===== src/rtl/seq_table_scheduler.sv =====
// Per-host sequence-number table with a three-way single-port arbiter and a
// start/done sequencer (with watchdog) for the binary-to-ASCII converter.
`ifndef HOST_ADDR_WIDTH
`define HOST_ADDR_WIDTH 4
`endif

module seq_table_scheduler #(
  parameter int          HOST_ADDR    = `HOST_ADDR_WIDTH,
  parameter int          SEQ_W        = 32,
  parameter int unsigned RESET_SEQ    = 1,
  parameter int          STARVE_LIMIT = 8,
  parameter int          CONV_TIMEOUT = 64
) (
  input  logic                 clk,
  input  logic                 rst,
  input  logic                 upd_req_i,
  input  logic [HOST_ADDR-1:0] upd_addr_i,
  input  logic [SEQ_W-1:0]     upd_seq_i,
  output logic                 upd_ack_o,
  input  logic                 lkp_req_i,
  input  logic [HOST_ADDR-1:0] lkp_addr_i,
  output logic                 lkp_ack_o,
  output logic                 lkp_valid_o,
  output logic [SEQ_W-1:0]     lkp_seq_o,
  input  logic                 out_req_i,
  input  logic [HOST_ADDR-1:0] out_addr_i,
  output logic                 out_ack_o,
  output logic                 conv_start_o,
  output logic [SEQ_W-1:0]     conv_bin_o,
  input  logic                 conv_done_i,
  output logic                 seq_ready_o,
  output logic                 conv_err_o,
  output logic                 busy_o
);

  localparam int DEPTH = 1 << HOST_ADDR;
  localparam int SW    = $clog2(STARVE_LIMIT + 1);
  localparam int WW    = $clog2(CONV_TIMEOUT + 1);

  typedef enum logic [1:0] {
    S_IDLE  = 2'd0,
    S_START = 2'd1,
    S_WAIT  = 2'd2
  } state_t;

  state_t           state_q, state_d;
  logic [SEQ_W-1:0] mem_q [DEPTH];
  logic [SEQ_W-1:0] mem_d [DEPTH];
  logic [SW-1:0]    starve_q, starve_d;
  logic [WW-1:0]    wd_q, wd_d;
  logic [SEQ_W-1:0] lkp_seq_q, lkp_seq_d;
  logic [SEQ_W-1:0] conv_bin_q, conv_bin_d;
  logic             lkp_valid_q, lkp_valid_d;
  logic             upd_gnt_s, lkp_gnt_s, out_gnt_s;
  logic             out_elig_s, promote_s;

  // Arbiter: a starved outgoing request jumps ahead of update and lookup.
  always_comb begin
    upd_gnt_s  = 1'b0;
    lkp_gnt_s  = 1'b0;
    out_gnt_s  = 1'b0;
    out_elig_s = out_req_i && (state_q == S_IDLE);
    promote_s  = (starve_q >= SW'(STARVE_LIMIT));
    if (rst) begin
      out_gnt_s = 1'b0;
    end else if (out_elig_s && promote_s) begin
      out_gnt_s = 1'b1;
    end else if (upd_req_i) begin
      upd_gnt_s = 1'b1;
    end else if (lkp_req_i) begin
      lkp_gnt_s = 1'b1;
    end else if (out_elig_s) begin
      out_gnt_s = 1'b1;
    end else begin
      out_gnt_s = 1'b0;
    end
  end

  assign upd_ack_o = upd_gnt_s;
  assign lkp_ack_o = lkp_gnt_s;
  assign out_ack_o = out_gnt_s;

  // Datapath next-state: table write, lookup capture, converter operand.
  always_comb begin
    mem_d       = mem_q;
    starve_d    = starve_q;
    lkp_valid_d = lkp_gnt_s;
    lkp_seq_d   = lkp_gnt_s ? mem_q[lkp_addr_i] : lkp_seq_q;
    conv_bin_d  = out_gnt_s ? mem_q[out_addr_i] : conv_bin_q;
    if (upd_gnt_s) begin
      mem_d[upd_addr_i] = upd_seq_i;
    end else if (out_gnt_s) begin
      mem_d[out_addr_i] = mem_q[out_addr_i] + {{(SEQ_W-1){1'b0}}, 1'b1};
    end else begin
      mem_d = mem_q;
    end
    if (!out_req_i || out_gnt_s) begin
      starve_d = '0;
    end else if ((state_q == S_IDLE) && !promote_s) begin
      starve_d = starve_q + {{(SW-1){1'b0}}, 1'b1};
    end else begin
      starve_d = starve_q;
    end
  end

  // Converter sequencer next-state; done wins over a same-cycle timeout.
  always_comb begin
    state_d = state_q;
    wd_d    = wd_q;
    case (state_q)
      S_IDLE: begin
        wd_d    = '0;
        state_d = out_gnt_s ? S_START : S_IDLE;
      end
      S_START: begin
        wd_d    = '0;
        state_d = S_WAIT;
      end
      S_WAIT: begin
        if (conv_done_i) begin
          wd_d    = '0;
          state_d = S_IDLE;
        end else if (wd_q == WW'(CONV_TIMEOUT - 1)) begin
          wd_d    = '0;
          state_d = S_IDLE;
        end else begin
          wd_d    = wd_q + {{(WW-1){1'b0}}, 1'b1};
          state_d = S_WAIT;
        end
      end
      default: begin
        wd_d    = '0;
        state_d = S_IDLE;
      end
    endcase
  end

  // Converter sequencer outputs.
  always_comb begin
    conv_start_o = 1'b0;
    seq_ready_o  = 1'b0;
    conv_err_o   = 1'b0;
    busy_o       = 1'b1;
    case (state_q)
      S_IDLE: begin
        busy_o = 1'b0;
      end
      S_START: begin
        conv_start_o = 1'b1;
      end
      S_WAIT: begin
        seq_ready_o = conv_done_i;
        conv_err_o  = !conv_done_i && (wd_q == WW'(CONV_TIMEOUT - 1));
      end
      default: begin
        busy_o = 1'b0;
      end
    endcase
  end

  assign lkp_valid_o = lkp_valid_q;
  assign lkp_seq_o   = lkp_seq_q;
  assign conv_bin_o  = conv_bin_q;

  // State register; reset reloads the whole table.
  always_ff @(posedge clk or posedge rst) begin
    if (rst) begin
      state_q     <= S_IDLE;
      starve_q    <= '0;
      wd_q        <= '0;
      lkp_valid_q <= 1'b0;
      lkp_seq_q   <= '0;
      conv_bin_q  <= '0;
      for (int i = 0; i < DEPTH; i++) begin
        mem_q[i] <= SEQ_W'(RESET_SEQ);
      end
    end else begin
      state_q     <= state_d;
      starve_q    <= starve_d;
      wd_q        <= wd_d;
      lkp_valid_q <= lkp_valid_d;
      lkp_seq_q   <= lkp_seq_d;
      conv_bin_q  <= conv_bin_d;
      mem_q       <= mem_d;
    end
  end

endmodule


===== config.mk =====
export PLATFORM = sky130hd
export DESIGN_NAME = seq_table_scheduler
export DESIGN_NICKNAME = d
export VERILOG_FILES = /design/src/rtl/seq_table_scheduler.sv
export SDC_FILE = /design/constraint.sdc
export NUM_CORES = 2
export LEC_CHECK = 0
export ABC_AREA = 1
export CAP_MARGIN = 0
export CORE_UTILIZATION = 46
export CTS_BUF_LIST = sky130_fd_sc_hd__clkbuf_16
export DETAILED_ROUTE_END_ITERATION = 16
export GPL_ROUTABILITY_DRIVEN = 0
export PLACE_DENSITY = 0.62
export SLEW_MARGIN = 10
export SYNTH_ARGS = -nofsm -noshare
export SYNTH_HDL_FRONTEND = slang
export SYNTH_SLANG_ARGS = --single-unit

===== constraint.sdc =====
create_clock -name clk -period 46.9 [get_ports clk]
set_input_delay 9.38 -clock clk [delete_from_list [all_inputs] [get_ports clk]]
set_output_delay 9.38 -clock clk [all_outputs]
set_load 0.01 [all_outputs]

# After elaboration in Yosys (flattened, before gate mapping)
# Index checks and enable logic that the tools add are counted.
op_classes:
  n_bitwise: 3
  addsub: 3
  order_cmp: 6
  eq_ne: 3
  muxes: 39
  n_reduce_logical: 14
ops:
  columns: ["op", "n"]
  rows:
  - ["bitwise mux 512 bit", 2]
  - ["2-to-1 mux 512 bit", 2]
  - ["binary-select mux 32 bit (select 4 bit)", 2]
  - ["demux 32 bit (select 4 bit)", 2]
  - ["2-to-1 mux 32 bit", 6]
  - ["adder 32 x 1 -> 32 bit, second input constant", 1]
  - ["2-to-1 mux 7 bit", 3]
  - ["2-to-1 mux 1 bit", 17]
  - [">= comparator 5 bit, second input constant", 3]
  - ["inverter 4 -> 5 bit", 3]
  - ["< comparator 5 x 1 -> 1 bit, second input constant", 2]
  - ["2-to-1 mux 4 bit", 2]
  - ["adder 7 x 1 -> 7 bit, second input constant", 1]
  - ["== test 7 x 6 -> 1 bit, second input constant", 1]
  - ["logical AND 1 bit", 6]
  - ["one-hot mux 2 bit (3 select lines)", 1]
  - ["adder 4 x 1 -> 4 bit, second input constant", 1]
  - [">= comparator 4 bit, second input constant", 1]
  - ["2-to-1 mux 2 bit", 2]
  - ["nonzero test 2 bit", 2]
  - ["zero test 1 bit", 3]
  - ["== test 2 x 1 -> 1 bit, second input constant", 1]
  - ["== test 2 bit, second input constant", 1]
  - ["zero test 2 bit", 1]
  - ["other kinds (2)", 2]
totals:
  out_inout_bits: 72
  in_bits: 50
  elab_cells: 90
  ff_bits: 590

# Longest topological paths before layout
logic_depth:
  ltp_word: 9
  depth_mapped: 22
  ltp_nobuf: 19

# Worst setup path before layout
# Ideal clock, no wire load.
synth_path:
  kind: "in2out"
  from: "input port out_req_i"
  to: "output port lkp_ack_o"
  slack_ps: 26912
  stages: 3
  arrival_time_ps: 10608
  path_cell_list: "and3_1 > nor4_1 > clkbuf_1"
synth_between:
  elab_chain_cells: 4
synth_lines:
  columns: ["element", "line", "rtl"]
  rows:
  - ["start: declaration", "25", "input logic out_req_i,"]
  - ["logical AND 1 bit", "62", "out_elig_s = out_req_i && (state_q == S_IDLE);"]
  - ["logical AND 1 bit", "66", "end else if (out_elig_s && promote_s) begin"]
  - ["2-to-1 mux 1 bit", "66", null]
  - ["2-to-1 mux 1 bit", "64", "if (rst) begin"]
  - ["end: declaration", "22", "output logic lkp_ack_o,"]
# Every way passes these cells.

# Worst setup path in the final report
layout_path:
  from: "input port rst"
  to: "output port out_ack_o"
layout_between:
  elab_chain_cells: 1
layout_lines:
  columns: ["element", "line", "rtl"]
  rows:
  - ["start: declaration", "15", "input logic rst,"]
  - ["2-to-1 mux 1 bit", "64", null]
  - ["end: declaration", "27", "output logic out_ack_o,"]
# Every way passes these cells.

==> reports/qor.txt <==
Slew Viols, Final = 0
Die Ht = 285 µm
Largest stage delay, worst path = 0.95 ns
Ports = 122
Crit Path Category = input pin to output port
Sequential area share after synthesis = 40.1%
P&R area growth vs syn = 9.47%
Global routing's busiest layer = met2
Setup Buffers After CTS = 0
Leak = 18.5 nW
Global route overflow = 0
Syn nets = 5225
Post-DRT Antenna Nets = 0
Nets = 5081
Hold crit path type = register to register
Outcome = complete, no violations
CTS tree = done
Fin crit period = 21.04 ns
Clock sink count = 590
Crit-path max FO = 8
Fin worst setup slack = 25.86 ns
Clk pwr share = 31.6%
RSZ-0062 raised after global routing = false
DR iter-0 viols = 5716
Sw frac = 34.9%
Htree depth = 3
Ys flop type = dfrtp_1
Die ar. = 81200 µm²
Post-synth EDFFs = 0
Fin area = 40300 µm²
Final wirelength = 170 mm
Clk pin slew, worst setup/hold paths = 0.05 ns
Clock Latency Late Sink = 0.65 ns
CP max stage cell = nor4_4
Vias in the first global route = 36200
Clk buf depth = 3
Pre-antenna DRT Iters = 12
Starting Density = 46.6%
WL/cell = 27.7 µm
Met3 Use GR = 12.5%
Core ar. = 79100 µm²
Worst EP required = 37.52 ns
Fmax = 0.0475 GHz
Comb power frac = 26.4%
Vias/cell = 6.42
Resized cells post-CTS = 0
Fraction of registers with async set/reset = 100%
Die W = 285 µm
Clock skew = 0.0286 ns
Crit. End Element = output port
Final number of setup-violating endpoints = 0
Critical path cell sequence = clkdlybuf4s50_1 -> nor4_4 -> clkdlybuf4s50_1
Yosys warnings = 0
Flop pwr share = 41.9%
Share of cells above drive strength 1 = 7.49%
Most common cell after layout, fill and taps aside = nand2_1
Final HPWL from detailed placement = 96.6 mm
Syn Std Cell Area = 36800 µm²
Worst EP arrival = 11.66 ns
Worst slack, placed = 25.91 ns
Buf+Inv Stages, Crit Path = 2
Std-Cell Rows = 103
Final hold violations = 0
P per Cell Area = 41.7 nW/µm²
Cell-internal power = 1.09 mW
DP Area = 38200 µm²
Root Buffer = clkbuf_16
Global-route wire length before repair = 247 mm
Peak supply drop = 0.0000229 V
TNS Setup = 0 ns
Grt met1 use = 54.8%
Gr usage total = 41.1%
Cts hold-fix bufs = 0
Cell family with most CP delay = buffers and inverters
Max-Slew Margin vs Limit = 3.62%
Initial antenna violation count = 3
Yosys reg bits = 590
Met2 usage = 58.4%
P_sw = 0.586 mW
Max cap viols = 0
Vias post-DR = 39300
Final period util = 44.9%
Syn avg cell area = 7.13 µm²
Post-synthesis cell count = 5168
Slew @ Worst Pin = 1.44 ns
CTS Buf Count = 71
CP Launch Type = input pin
Commonest cells after routing, fill and taps aside = nand2_1, dfrtp_1, o21ai_0
PortBufs = 121
Drc violations = 0
CP dominant cell by count = clkdlybuf4s50_1
Pin count of the biggest net entering global routing = 134
Synth cell types = 46
==> metrics by stage <==
stage | total power, mW | hold WS (ns) | util, % | std cells
6_report | 1.68 | 0.469 | 51.0 | 6126
3_5_place_dp | 1.14 | 0.458 | 48.3 | 6001
2_1_floorplan | 1.01 | 0.433 | - | 5168
4_1_cts | 1.67 | 0.471 | 51.0 | 6121
5_1_grt | 1.76 | 0.491 | 51.0 | 6121
3_3_place_gp | 1.13 | 0.457 | 48.3 | 6001
==> area by class of cell <==
class | instances | area [µm²]
antenna | 5 | 12.5
tap | 1050 | 1310
clock buffer | 73 | 1830
multi-input combinational | 3894 | 19200
sequential | 590 | 14800
clock inverter | 47 | 274
timing repair buffer | 209 | 1890
fill | 7958 | 38800
inverter | 258 | 996
==> path summary, 6_finish.rpt <==
check	from	to	slack, ns	depth (start not counted)
max in group asynchronous	rst	mem_q[445]	34.70	4
min in group asynchronous	rst	starve_q[3]	9.57	2
worst max-delay path	rst	out_ack_o	25.86	3
worst max register to register	state_q[0]	mem_q[127]	42.08	12
worst min register to register	wd_q[0]	wd_q[0]	0.47	1
worst min-delay path	wd_q[0]	wd_q[0]	0.47	1
==> layer usage <==
metal / part of all wire [%] / vias to the layer above
met3: 14 / 670
met5: 0.010 / -
li1: - / 17000
met1: 38 / 18700
met4: 7.0 / 2
met2: 41 / 2924
==> sequential cells by signal, indices dropped and copies added (netlist names) <==
register / cells
lkp_seq_o: 32
lkp_valid_o: 1
conv_bin_o: 32
state_q: 2
wd_q: 7
mem_q: 512
starve_q: 4
==> cells in the mapped netlist (34+ instances only) <==
library cell	n	area (µm²)
dfrtp_1	574	14400
o221ai_1	163	1430
buf_2	71	355
o21ai_0	553	2770
inv_1	229	860
nand3_1	192	961
o21bai_2	91	1020
o21bai_1	109	818
nor2_1	433	1630
a21oi_1	131	656
o22ai_1	73	457
a22oi_1	71	533
clkbuf_1	288	1080
a31oi_1	34	213
nand2_1	1805	6780
o211ai_1	117	878
==> power by group through the flow <==
| stage | Combinational (mW) | Sequential, mW | Clock, mW |
|---|---|---|---|
| finish | 0.444 | 0.705 | 0.532 |
| global route | 0.493 | 0.717 | 0.551 |
| CTS | 0.436 | 0.702 | 0.532 |
| detailed placement | 0.434 | 0.708 | 0 |
| global placement | 0.426 | 0.708 | 0 |
| floorplan | 0.313 | 0.695 | 0 |
==> cells by family after synthesis <==
family,after synthesis,synth area share [%]
adders and majority gates,7,0.238
and+or+nand+nor,2492,26.6
DFF,590,40.1
buffers and inverters,684,7.97
AOI/OAI and AO/OA,1393,25.0
xor gates and xnor gates,2,0.0476
Power figures use the tool's default switching activity.
